==> src/rtl/sub23seq.sv <==
// Multi-cycle 23-bit subtractor: out = A + ~B + 1, CHUNK bits per cycle with a registered carry.
// Define SUB23_SAT_EN to clamp underflowing results to zero (borrow still reports 1).
module sub23seq #(
    parameter int WIDTH = 22,
    parameter int CHUNK = 8
) (
    input  logic             clk,
    input  logic             rst_n,
    input  logic             in_valid,
    output logic             in_ready,
    input  logic [WIDTH:0]   A,
    input  logic [WIDTH:0]   B,
    output logic             out_valid,
    input  logic             out_ready,
    output logic [WIDTH:0]   out,
    output logic             borrow
);

    localparam int W    = WIDTH + 1;
    localparam int NCH  = (W + CHUNK - 1) / CHUNK;
    localparam int LAST = W - (NCH - 1) * CHUNK;
    localparam int KW   = (NCH > 1) ? $clog2(NCH) : 1;
    // Ones shifted into ~B from the top so a partial final chunk still yields the bit-W carry.
    localparam logic [W-1:0] BFILL = ~({W{1'b1}} >> CHUNK);

    typedef enum logic [1:0] {
        IDLE,
        CALC,
        DONE
    } state_t;

    state_t              state;
    logic [W-1:0]        a_r;
    logic [W-1:0]        b_r;
    logic [W-1:0]        res;
    logic                carry;
    logic [KW-1:0]       k;
    logic                last;
    logic [CHUNK:0]      csum;
    logic [W+CHUNK-1:0]  tmp;
    logic [W-1:0]        shifted;

    always_comb begin
        last    = (k == KW'(NCH - 1));
        csum    = {1'b0, a_r[CHUNK-1:0]} + {1'b0, b_r[CHUNK-1:0]} + (CHUNK + 1)'(carry);
        tmp     = {csum[CHUNK-1:0], res};
        // The final chunk may be partial, so it shifts in only LAST bits to realign the result.
        shifted = last ? W'(tmp >> LAST) : W'(tmp >> CHUNK);
    end

    always_ff @(posedge clk or negedge rst_n) begin
        if (!rst_n) begin
            state     <= IDLE;
            in_ready  <= 1'b1;
            out_valid <= 1'b0;
            res       <= '0;
            borrow    <= 1'b0;
            carry     <= 1'b0;
            k         <= '0;
            a_r       <= '0;
            b_r       <= '0;
        end else begin
            case (state)
                IDLE: begin
                    if (in_valid) begin
                        a_r      <= A;
                        b_r      <= ~B;
                        carry    <= 1'b1;
                        k        <= '0;
                        in_ready <= 1'b0;
                        state    <= CALC;
                    end
                end
                CALC: begin
                    a_r   <= a_r >> CHUNK;
                    b_r   <= (b_r >> CHUNK) | BFILL;
                    carry <= csum[CHUNK];
                    if (last) begin
                        k         <= '0;
                        borrow    <= ~csum[CHUNK];
                        out_valid <= 1'b1;
                        state     <= DONE;
`ifdef SUB23_SAT_EN
                        res       <= csum[CHUNK] ? shifted : '0;
`else
                        res       <= shifted;
`endif
                    end else begin
                        k   <= k + KW'(1);
                        res <= shifted;
                    end
                end
                DONE: begin
                    if (out_ready) begin
                        out_valid <= 1'b0;
                        in_ready  <= 1'b1;
                        state     <= IDLE;
                    end
                end
                default: begin
                    state     <= IDLE;
                    in_ready  <= 1'b1;
                    out_valid <= 1'b0;
                end
            endcase
        end
    end

    assign out = res;

endmodule

==> config.mk <==
export PLATFORM = sky130hd
export DESIGN_NAME = sub23seq
export DESIGN_NICKNAME = d
export VERILOG_FILES = /design/src/rtl/sub23seq.sv
export SDC_FILE = /design/constraint.sdc
export NUM_CORES = 1
export LEC_CHECK = 0
export BUFFER_PORTS_ARGS = -buffer_cell sky130_fd_sc_hd__buf_2
export CAP_MARGIN = 5
export CORE_ASPECT_RATIO = 0.75
export CORE_MARGIN = 5
export CORE_UTILIZATION = 31
export CTS_BUF_LIST = sky130_fd_sc_hd__clkbuf_4 sky130_fd_sc_hd__clkbuf_8
export CTS_CLUSTER_SIZE = 10
export DETAILED_ROUTE_END_ITERATION = 10
export GPL_TIMING_DRIVEN = 0
export HOLD_SLACK_MARGIN = 0.03
export PLACE_DENSITY_LB_ADDON = 0.08
export REMOVE_ABC_BUFFERS = 1
export SLEW_MARGIN = 20
export SYNTH_ARGS = -nofsm -noshare
export SYNTH_HDL_FRONTEND = slang
export SYNTH_SLANG_ARGS = --single-unit
==> constraint.sdc <==
create_clock -name clk -period 6 [get_ports clk]
set_input_delay 1.2 -clock clk [delete_from_list [all_inputs] [get_ports clk]]
set_output_delay 1.2 -clock clk [all_outputs]
set_load 0.1 [all_outputs]
Yosys cells after proc, flatten, opt, wreduce, memory -nomap -nowiden
Index checks and enable logic that the tools add are counted.
{ "totals": {"in_bits": 50, "regBits": 77, "elab_cells": 49} }
{ "op_classes": {"n_addsub": 3, "n_reduce_logical": 7, "bitwise": 4, "eq_ne": 6, "n_mux": 20} }
{ "ops": {"columns": ["cell", "count"], "rows": [
  ["$pmux W23 S2", 2],
  ["$mux W23", 3],
  ["$not A23 Y23", 1],
  ["$mux W2", 5],
  ["$add A8 B8 Y9", 1],
  ["$add A9 B1 Y9", 1],
  ["$reduce_and A3 Y1", 3],
  ["$ne A2 B2 Y1 const B", 3],
  ["$pmux W1 S3", 2],
  ["$pmux W2 S3", 1],
  ["$mux W1", 5],
  ["$eq A2 B2 Y1 const B", 2],
  ["$pmux W2 S2", 1],
  ["$reduce_and A2 Y1", 2],
  ["$not A1 Y1", 3],
  ["$add A2 B1 Y2 const B", 1],
  ["$eq A2 B1 Y1 const B", 1],
  ["$logic_not A2 Y1", 1],
  ["$pmux W1 S2", 1],
  ["$reduce_bool A2 Y1", 1]
]} }

Depth between registers and ports, before layout
Gate-level depths: netlist of the first run.
{ "logic_depth": {"depth_word": 3, "ltp_mapped": 9} }

Worst setup path before layout of the first run
Ideal clock, no wire load.
{ "synth_timing": {"path_kind": "register -> output", "startpoint": "register res[22], in the netlist out[22]", "endpoint": "output port out[22]", "arrival_ns": 0.926, "stages_incl_launch_ff": 1, "setup_slack_ns": 3.874, "path_cell_list": "dfrtp_1"} }
{ "synth_lines": {"columns": ["item", "line", "source"], "rows": [
  ["start: declaration", "35", "logic [W-1:0] res;"],
  ["start signal: assignment", "86", "res <= shifted;"],
  ["start signal: assignment", "90", "res <= shifted;"],
  ["end: declaration", "15", "output logic [WIDTH:0] out,"]
]} }
No word-level cell between the ends.

Worst setup path in the final report of the first run
{ "layout_timing": {"startpoint": "register in_ready", "endpoint": "output port in_ready"} }
{ "layout_lines": {"columns": ["item", "line", "source"], "rows": [
  ["start: declaration", "10", "output logic in_ready,"],
  ["start signal: assignment", "54", "in_ready <= 1'b1;"],
  ["start signal: assignment", "70", "in_ready <= 1'b0;"],
  ["start signal: assignment", "96", "in_ready <= 1'b1;"]
]} }
No word-level cell between the ends.

==> results of run 1 <==
==> layout make-up <==
type | count | share of cell area, %
sequential | 77 | 43.1
multi-input combinational | 284 | 35.9
timing repair buffer | 80 | 10.8
tap | 162 | 4.52
clock buffer | 13 | 3.71
clock inverter | 3 | 1.51
inverter | 6 | 0.503
==> per-stage QoR <==
stage / instances / hold slack [ns] / instance area [µm²]
2_1_floorplan: 367 / 0.450 / 3540
3_5_place_dp: 609 / 0.471 / 4250
4_1_cts: 625 / 0.489 / 4480
3_3_place_gp: 604 / 0.463 / 4110
5_1_grt: 625 / 0.513 / 4480
6_report: 625 / 0.484 / 4480
==> flip-flops by register name (all words and copies together) (netlist names) <==
| signal | cells |
|---|---|
| a_r | 23 |
| b_r | 23 |
| borrow | 1 |
| carry | 1 |
| in_ready | 1 |
| k | 2 |
| out | 23 |
| out_valid | 1 |
| state | 2 |
==> worst max path at each step <==
| stage | from | to | cells past startpoint |
|---|---|---|---|
| 3_5_place_dp | in_valid | a_r[4] | 5 |
| 5_1_grt | in_ready | in_ready | 1 |
| 4_1_cts | in_ready | in_ready | 1 |
| 2_1_floorplan | state[0] | borrow | 3 |
| 3_3_place_gp | state[0] | borrow | 3 |
| 6_report | in_ready | in_ready | 1 |
==> placed cells by master, fill, tap and decap left out, types with 2 or more instances in the layout <==
| master | netlist | routed |
|---|---|---|
| a21o_1 | 2 | 2 |
| a21oi_1 | 25 | 25 |
| a22o_1 | 8 | 8 |
| a22oi_1 | 32 | 32 |
| a31oi_1 | 17 | 17 |
| buf_12 | 0 | 2 |
| buf_16 | 0 | 2 |
| buf_2 | 4 | 74 |
| bufinv_16 | 0 | 2 |
| clkbuf_4 | 0 | 2 |
| clkbuf_8 | 0 | 11 |
| dfrtp_1 | 76 | 74 |
| dfrtp_2 | 0 | 2 |
| fa_1 | 2 | 2 |
| ha_1 | 7 | 7 |
| inv_1 | 6 | 6 |
| nand2_1 | 67 | 67 |
| nand2b_1 | 4 | 4 |
| nor2_1 | 44 | 44 |
| nor2b_1 | 11 | 9 |
| o21ai_0 | 45 | 45 |
| o22a_1 | 2 | 2 |
| o22ai_1 | 2 | 2 |
| xnor2_1 | 3 | 3 |
| xor2_1 | 3 | 3 |
==> cells by family (layout without fill, tap and decap cells) <==
family	count (synthesis)	in the layout	share of synthesized area, %
XOR/XNOR	6	6	1.44
AO/OA/AOI/OAI	138	138	23.6
flip-flops	77	77	52.9
AND/OR/NAND/NOR	131	131	15.0
buffers and inverters	34	102	3.64
adder cells (fa/ha/maj)	9	9	3.50
==> metal layers <==
layer	up-vias	global-route usage (%)
met5	-	0
met4	0	4.60
met1	1434	19.8
li1	1513	-
met3	11	4.45
met2	68	21.4
==> cells in the mapped netlist, drive strengths merged (4+ instances only) <==
cell type  instances  share of area [%]
a21oi             25                3.4
a22o               8                1.9
a22oi             32                6.6
a31oi             17                2.9
buf                4               0.55
clkbuf            24                2.5
dfrtp             76                 52
ha                 7                2.4
inv                6               0.62
nand2             67                6.9
nand2b             4               0.69
nor2              44                4.5
nor2b             11                1.9
o21ai             45                6.2
==> impl_metrics.toml, run 1 <==
[route]
wl_met3_um = 499
met1_length_um = 4650
highest_layer = "met4"
vias = 3026
drtIter0Drc = 151
wl_per_cell_um = 15.2
antenna_left = 0
viasPerCell = 4.84
wl_um = 9480
route.met2.wl_um = 4170
firstDrtPassIters = 5
drc_errors = 0

[finish]
n_antenna_cell = 0
multi_input_area_um2 = 1610
drive_above_1_share_pct = 22.5
register_area_um2 = 1930
areaGrowthSynthToFinish_pct = 22.9
fill_cells = 1251
nets = 517
final_util_pct = 38.7

[cts]
postCtsResizedCells = 0
clkLatencyLatePin_ns = 0.35
cts_tree = "built"
cts-root-buf = "clkbuf_8"
cts_max_path_buffers = 2
cts_hold_buf = 0
cts-htree-levels = 3
clkTransAtPathRegs_ns = 0.08
cts_buffers = 9
cts.sinks = 77
cts_setup_buffers = 0

[setup_path]
crit_fanout = 3
crit_buf_inv = 1
critical-path-top-delay-family = "flip-flops"
ff2ff_setup_slack_ns = 3.72
critPathMaxStageDelay_ns = 0.55
r2r-start = "a_r[0]"
worstPathArrival_ns = 1.32
crit_path_top_delay_cell = "dfstp_2"
critPathLaunchType = "flop"
required_ns = 4.80
reg2reg_depth = 9
critical_path_class = "flop to output port"
reg2reg_to = "carry"
crit_path_end_kind = "output port"
cp_cell_sequence = "buf_2"

[synth]
ys_seq_elements = 77
synth-edff-count = 0
synthesis.area_um2 = 3650
async_flop_share_pct = 100
synth.avg_cell_area_um2 = 9.23
synth_cell_types = 31
yosysSeqAreaShare_pct = 52.9
ys_dominant_reg_cell = "dfrtp_1"
ys.warnings.count = 0
syn_inst = 395

[floorplan]
start_util_pct = 31.5
dieArea_um2 = 14100
die_h_um = 104
rows = 34
ios = 76
die_width_um = 135
core-area_um2 = 11600

[timing]
hold_viol_final = 0
clock_skew_ns = 0.00673
rsz0062_at_grt = "false"
worst_slack_ns = 3.48
tightest_slew_ns = 0.896
setup_viol = 0
drv_slew = 0
min_period_ns = 2.52
finalCritPeriodShare_pct = 42.0
fmax_ghz = 0.397
tns_ns = 0
slew_headroom_pct = 40.2

[hold_path]
whs_path_depth = 2
hold_path_end = "b_r[13]"
min_from = "b_r[13]"
hold_class = "flop to flop"

[grt]
antenna_found_initial = 0
grt-ovfl-total = 0
grt_pass1_vias = 3129
grt_pass1_wl_um = 16200
grt_max_degree = 54
grt_use_total_pct = 14.3

[placement]
dp.final_hpwl_um = 6590
dpl_worst_slack_ns = 3.36
globalplace.congestion = 0.734
port_buffers = 75

[run_status]
status = "finished clean"

[run]
maxCapViolations = 0
Power of run 1 is left out: the tool's default activity adds up to more than one toggle a clock period on the data nets, which glitch-free logic cannot reach.
==> run 2: changes to the inputs <==
--- a/config.mk
+++ b/config.mk
@@ -5,6 +5,7 @@
 export SDC_FILE = /design/constraint.sdc
 export NUM_CORES = 1
 export LEC_CHECK = 0
+export ABC_AREA = 1
 export BUFFER_PORTS_ARGS = -buffer_cell sky130_fd_sc_hd__buf_2
 export CAP_MARGIN = 5
 export CORE_ASPECT_RATIO = 0.75
==> constraint.sdc (replaced) <==
create_clock -name clk -period 2.4 [get_ports clk]
set_input_delay 0.48 -clock clk [delete_from_list [all_inputs] [get_ports clk]]
set_output_delay 0.48 -clock clk [all_outputs]
set_load 0.1 [all_outputs]
==> impl_metrics.toml, run 2 <==
[setup_path]
crit_buf_inv = 2
critPathLaunchType = "flop"
required_ns = 2.67
critPathMaxStageDelay_ns = 0.46
critical_path_class = "flop to flop"
cp_cell_sequence = "inv_4 > nor2_8 > nand2_1 > inv_2 > nor3_1 > o21ai_0"
crit_fanout = 26
crit_path_end_kind = "flop"
critical-path-top-delay-family = "simple AND/OR/NAND/NOR gates"
crit_path_top_delay_cell = "dfrtp_1"
worstPathArrival_ns = 2.41

[finish]
final_common_cell = "dfrtp_1"
fill_cells = 1305
register_area_um2 = 1930
multi_input_area_um2 = 1550
drive_above_1_share_pct = 20.9
nets = 548
mostFrequentLayoutCells = "dfrtp_1 (76), buf_2 (74), nand2_1 (72), nand3_1 (62), o21ai_1 (35)"
areaGrowthSynthToFinish_pct = 16.6
n_antenna_cell = 0

[timing]
rsz0062_at_grt = "false"
fmax_ghz = 0.467
hold_slack_ns = 0.129
hold_viol_final = 0
clock_skew_ns = 0.0111
slew_headroom_pct = 58.4
setup_viol = 0
min_period_ns = 2.14
finalCritPeriodShare_pct = 89.1
drv_slew = 0
tightest_slew_ns = 0.623

[route]
drc_errors = 0
route.met2.wl_um = 4470
viasPerCell = 4.90
antenna_left = 0
wl_per_cell_um = 15.4
wl_met3_um = 427
firstDrtPassIters = 5
wl_um = 10100
highest_layer = "met4"
vias = 3205
drtIter0Drc = 176
met1_length_um = 5080

[floorplan]
die_width_um = 137
dieArea_um2 = 14500
core-area_um2 = 11700
die_h_um = 106
start_util_pct = 32.1
ios = 76
rows = 34

[synth]
synth.avg_cell_area_um2 = 8.86
synth.area.top_cells = "dfrtp_1 (50%), nand3_1 (8.2%), nand2_1 (7.2%), o21ai_1 (4.6%), o21ai_0 (4.0%)"
yosysSeqAreaShare_pct = 51.1
async_flop_share_pct = 100
synth_cell_types = 34
synth_common_cells = "dfrtp_1 (76), nand2_1 (72), nand3_1 (62), o21ai_1 (35), inv_1 (33)"
ys_seq_elements = 77
ys.warnings.count = 0
syn_inst = 426
synth_top_cell_area_share_pct = 50.4
synth-edff-count = 0
synthesis.area_um2 = 3770
ys_dominant_reg_cell = "dfrtp_1"
synth_most_common_cell = "dfrtp_1"
yosysTopAreaCell = "dfrtp_1"

[run]
maxCapViolations = 0

[cts]
cts_setup_buffers = 0
clkTransAtPathRegs_ns = 0.07
cts_max_path_buffers = 2
cts-htree-levels = 3
cts.sinks = 77
cts_buffers = 9
cts_tree = "built"
cts-root-buf = "clkbuf_8"
clkLatencyLatePin_ns = 0.36

[hold_path]
hold_class = "primary input to asynchronous set/reset pin"

[grt]
antenna_found_initial = 0
grt_max_degree = 78
grt_use_total_pct = 14.6
grt_pass1_wl_um = 16700
grt-ovfl-total = 0
grt_pass1_vias = 3209

[run_status]
status = "finished clean"

[placement]
globalplace.congestion = 0.745
port_buffers = 75
dp.final_hpwl_um = 6490
[run 2: cell count changes in the layout (fill, tap and decap cells not counted), sizes merged, moves of 8 or more]
cell / before / now
nor2b: 11 / 0
a21oi: 25 / 7
a31oi: 17 / 8
inv: 6 / 37
nor2: 44 / 30
a22oi: 32 / 1
nand2: 67 / 75
nand3: 1 / 62
a22o: 8 / 0
o221ai: 0 / 17
o21ai: 45 / 65
[run 2: logic make-up (layout without fill, tap and decap cells)]
group                    count (synthesis)  after routing  synth area share (%)
AND/OR/NAND/NOR                        172            173                  20.9
AO/OA/AOI/OAI                          105            105                  16.4
flip-flops                              77             77                  51.1
buffers and inverters                   62            127                  8.03
adder cells (fa/ha/maj)                  9              9                  3.38
XOR/XNOR                                 1              1                 0.232
[run 2: metal layers]
metal,up-vias,GRT usage (%)
met5,-,0
met4,0,3.99
met3,7,4.14
met2,64,21.0
met1,1545,21.3
li1,1589,-
[run 2: repair_timing]
action                                  in CTS  in global routing
hold buffers                                 0                  0
pin swaps                                    1                  0
gates resized for setup                      2                  1
endpoints found under the setup margin      30                  1
cloned                                       1                  0
[run 2: final cells by class]
cell class                      count  share of cell area [%]
Clock buffer                       12                    3.61
Sequential cell                    77                    43.8
Inverter                           37                    3.38
Multi-Input combinational cell    288                    35.3
Timing Repair Buffer               76                    9.04
Clock inverter                      2                   0.228
Tap cell                          162                    4.61
[run 2: stage by stage]
| stage | cells | area [µm²] | TNS [ns] | util, % | setup WS (ns) |
|---|---|---|---|---|---|
| 2_1_floorplan | 401 | 3610 | 0 | - | 0.597 |
| 3_3_place_gp | 638 | 4190 | -5.35 | 35.7 | -0.232 |
| 4_1_cts | 654 | 4400 | 0 | 37.4 | 0.195 |
| 5_1_grt | 654 | 4400 | 0 | 37.5 | 0.0202 |
| 6_report | 654 | 4400 | 0 | 37.5 | 0.261 |
| 3_5_place_dp | 639 | 4210 | -5.42 | 35.9 | -0.232 |
[run 2: worst paths after layout]
| kind | from | endpoint | slack, ns | depth (start not counted) |
|---|---|---|---|---|
| setup / recovery | state[0] | out_valid | 0.26 | 6 |
| setup reg to reg | state[0] | out_valid | 0.26 | 6 |
| hold reg to reg | k[1] | k[0] | 0.46 | 1 |
| max in group asynchronous | rst_n | in_ready | 1.59 | 2 |
| hold / removal | rst_n | a_r[8] | 0.13 | 1 |
| min in group clk | B[18] | b_r[18] | 0.29 | 2 |
Power of run 2 is left out for the same reason.
==> run 3: changes to the inputs <==
--- a/config.mk
+++ b/config.mk
@@ -8,7 +8,7 @@
 export ABC_AREA = 1
 export BUFFER_PORTS_ARGS = -buffer_cell sky130_fd_sc_hd__buf_2
 export CAP_MARGIN = 5
-export CORE_ASPECT_RATIO = 0.75
+export CORE_ASPECT_RATIO = 1.75
 export CORE_MARGIN = 5
 export CORE_UTILIZATION = 31
 export CTS_BUF_LIST = sky130_fd_sc_hd__clkbuf_4 sky130_fd_sc_hd__clkbuf_8
==> impl_metrics.toml, run 3 (synthesis results as in run 2) <==
[cts]
cts-root-buf = "clkbuf_8"
clkLatencyLatePin_ns = 0.36
cts_buffers = 9
cts.sinks = 77
cts_max_path_buffers = 2
clkTransAtPathRegs_ns = 0.08
cts_tree = "built"
cts-htree-levels = 3
cts_hold_buf = 0

[finish]
nets = 548
drive_above_1_share_pct = 21.3
final_common_cell = "dfrtp_1"
fill_cells = 1316
areaGrowthSynthToFinish_pct = 18.5
final_util_pct = 37.2
n_antenna_cell = 0
mostFrequentLayoutCells = "dfrtp_1 (76), buf_2 (74), nand2_1 (72), nand3_1 (62), o21ai_1 (35)"
multi_input_area_um2 = 1560
layout.cells.non_filler = 659
register_area_um2 = 1930

[placement]
dp.cells = 642
dpl_worst_slack_ns = -0.193
dp.final_hpwl_um = 6450
globalplace.congestion = 0.727
port_buffers = 75

[hold_path]
hold_class = "primary input to asynchronous set/reset pin"

[timing]
hold_viol_final = 0
min_period_ns = 2.06
clock_skew_ns = 0.00551
finalCritPeriodShare_pct = 86.0
rsz0062_at_grt = "false"
tns_ns = 0
worst_slack_ns = 0.337
drv_slew = 0
setup_viol = 0
fmax_ghz = 0.485
tightest_slew_ns = 0.573
slew_headroom_pct = 61.7

[grt]
grt_pass1_vias = 3207
antenna_found_initial = 0
grt_pass1_wl_um = 15900
grt_max_degree = 78
grt_use_total_pct = 13.9
grt-ovfl-total = 0

[floorplan]
die_h_um = 156
die_width_um = 93.4
core-area_um2 = 12000
dieArea_um2 = 14600
start_util_pct = 31.4
ios = 76
rows = 53

[setup_path]
crit_path_end_kind = "flop"
required_ns = 2.67
critPathLaunchType = "flop"
critical_path_class = "flop to flop"
reg2reg_to = "out[19]"
r2r-start = "state[0]"
ff2ff_setup_slack_ns = 0.34
reg2reg_depth = 6
crit_fanout = 26
worstPathArrival_ns = 2.34

[route]
viasPerCell = 4.90
firstDrtPassIters = 4
wl_per_cell_um = 15.0
drtIter0Drc = 143
antenna_left = 0
wl_um = 9890
vias = 3227
drc_errors = 0

[run_status]
status = "finished clean"

[run]
maxCapViolations = 0
## run 3: layout make-up
class / instances / area share (%)
multi-input cells: 288 / 34.9
inverters: 37 / 3.28
repair buffers: 76 / 8.90
clock inverters: 4 / 1.57
well taps: 165 / 4.62
clock buffers: 12 / 3.56
flip-flops and latches: 77 / 43.1
## run 3: stage by stage
stage,hold slack [ns],instance area [µm²]
global route,0.134,4470
global placement,0.442,4190
detailed placement,0.453,4220
floorplan,0.184,3610
CTS,0.112,4460
finish,0.0924,4470
## run 3: worst max-delay path, stage by stage, from the launching register on
cell and delay, ns:
dfrtp_1 0.46, inv_4 0.19, nor2_8 0.36, nand2_1 0.39, inv_2 0.35, nand3_1 0.12
o211ai_1 0.10
## run 3: how the worst max path moves through the flow
stage               startpoint   endpoint  slack (ns)  depth (start not counted)
floorplan             state[0]      carry        0.60                          6
global placement      state[0]    b_r[22]       -0.18                          6
detailed placement    state[0]    b_r[22]       -0.19                          6
CTS                   state[0]    b_r[22]        0.21                          6
global route          state[0]  out_valid        0.09                          6
finish                state[0]    out[19]        0.34                          6
## run 3: metal layers
| layer | track usage, % | vias to the layer above | part of all wire, % |
|---|---|---|---|
| met1 | 16.5 | 1550 | 42 |
| met3 | 2.85 | 16 | 4.6 |
| met4 | 5.66 | 0 | 1.5 |
| met5 | 0 | - | 0 |
| li1 | - | 1591 | - |
| met2 | 24.3 | 70 | 52 |
## run 3: what timing repair did
| action | CTS | global route |
|---|---|---|
| setup endpoints to repair | 31 | 1 |
| cloned | 1 | 0 |
| resized for setup | 2 | 1 |
| buffers inserted | 0 | 0 |
| pin swaps | 1 | 0 |
Power of run 3 is left out for the same reason.
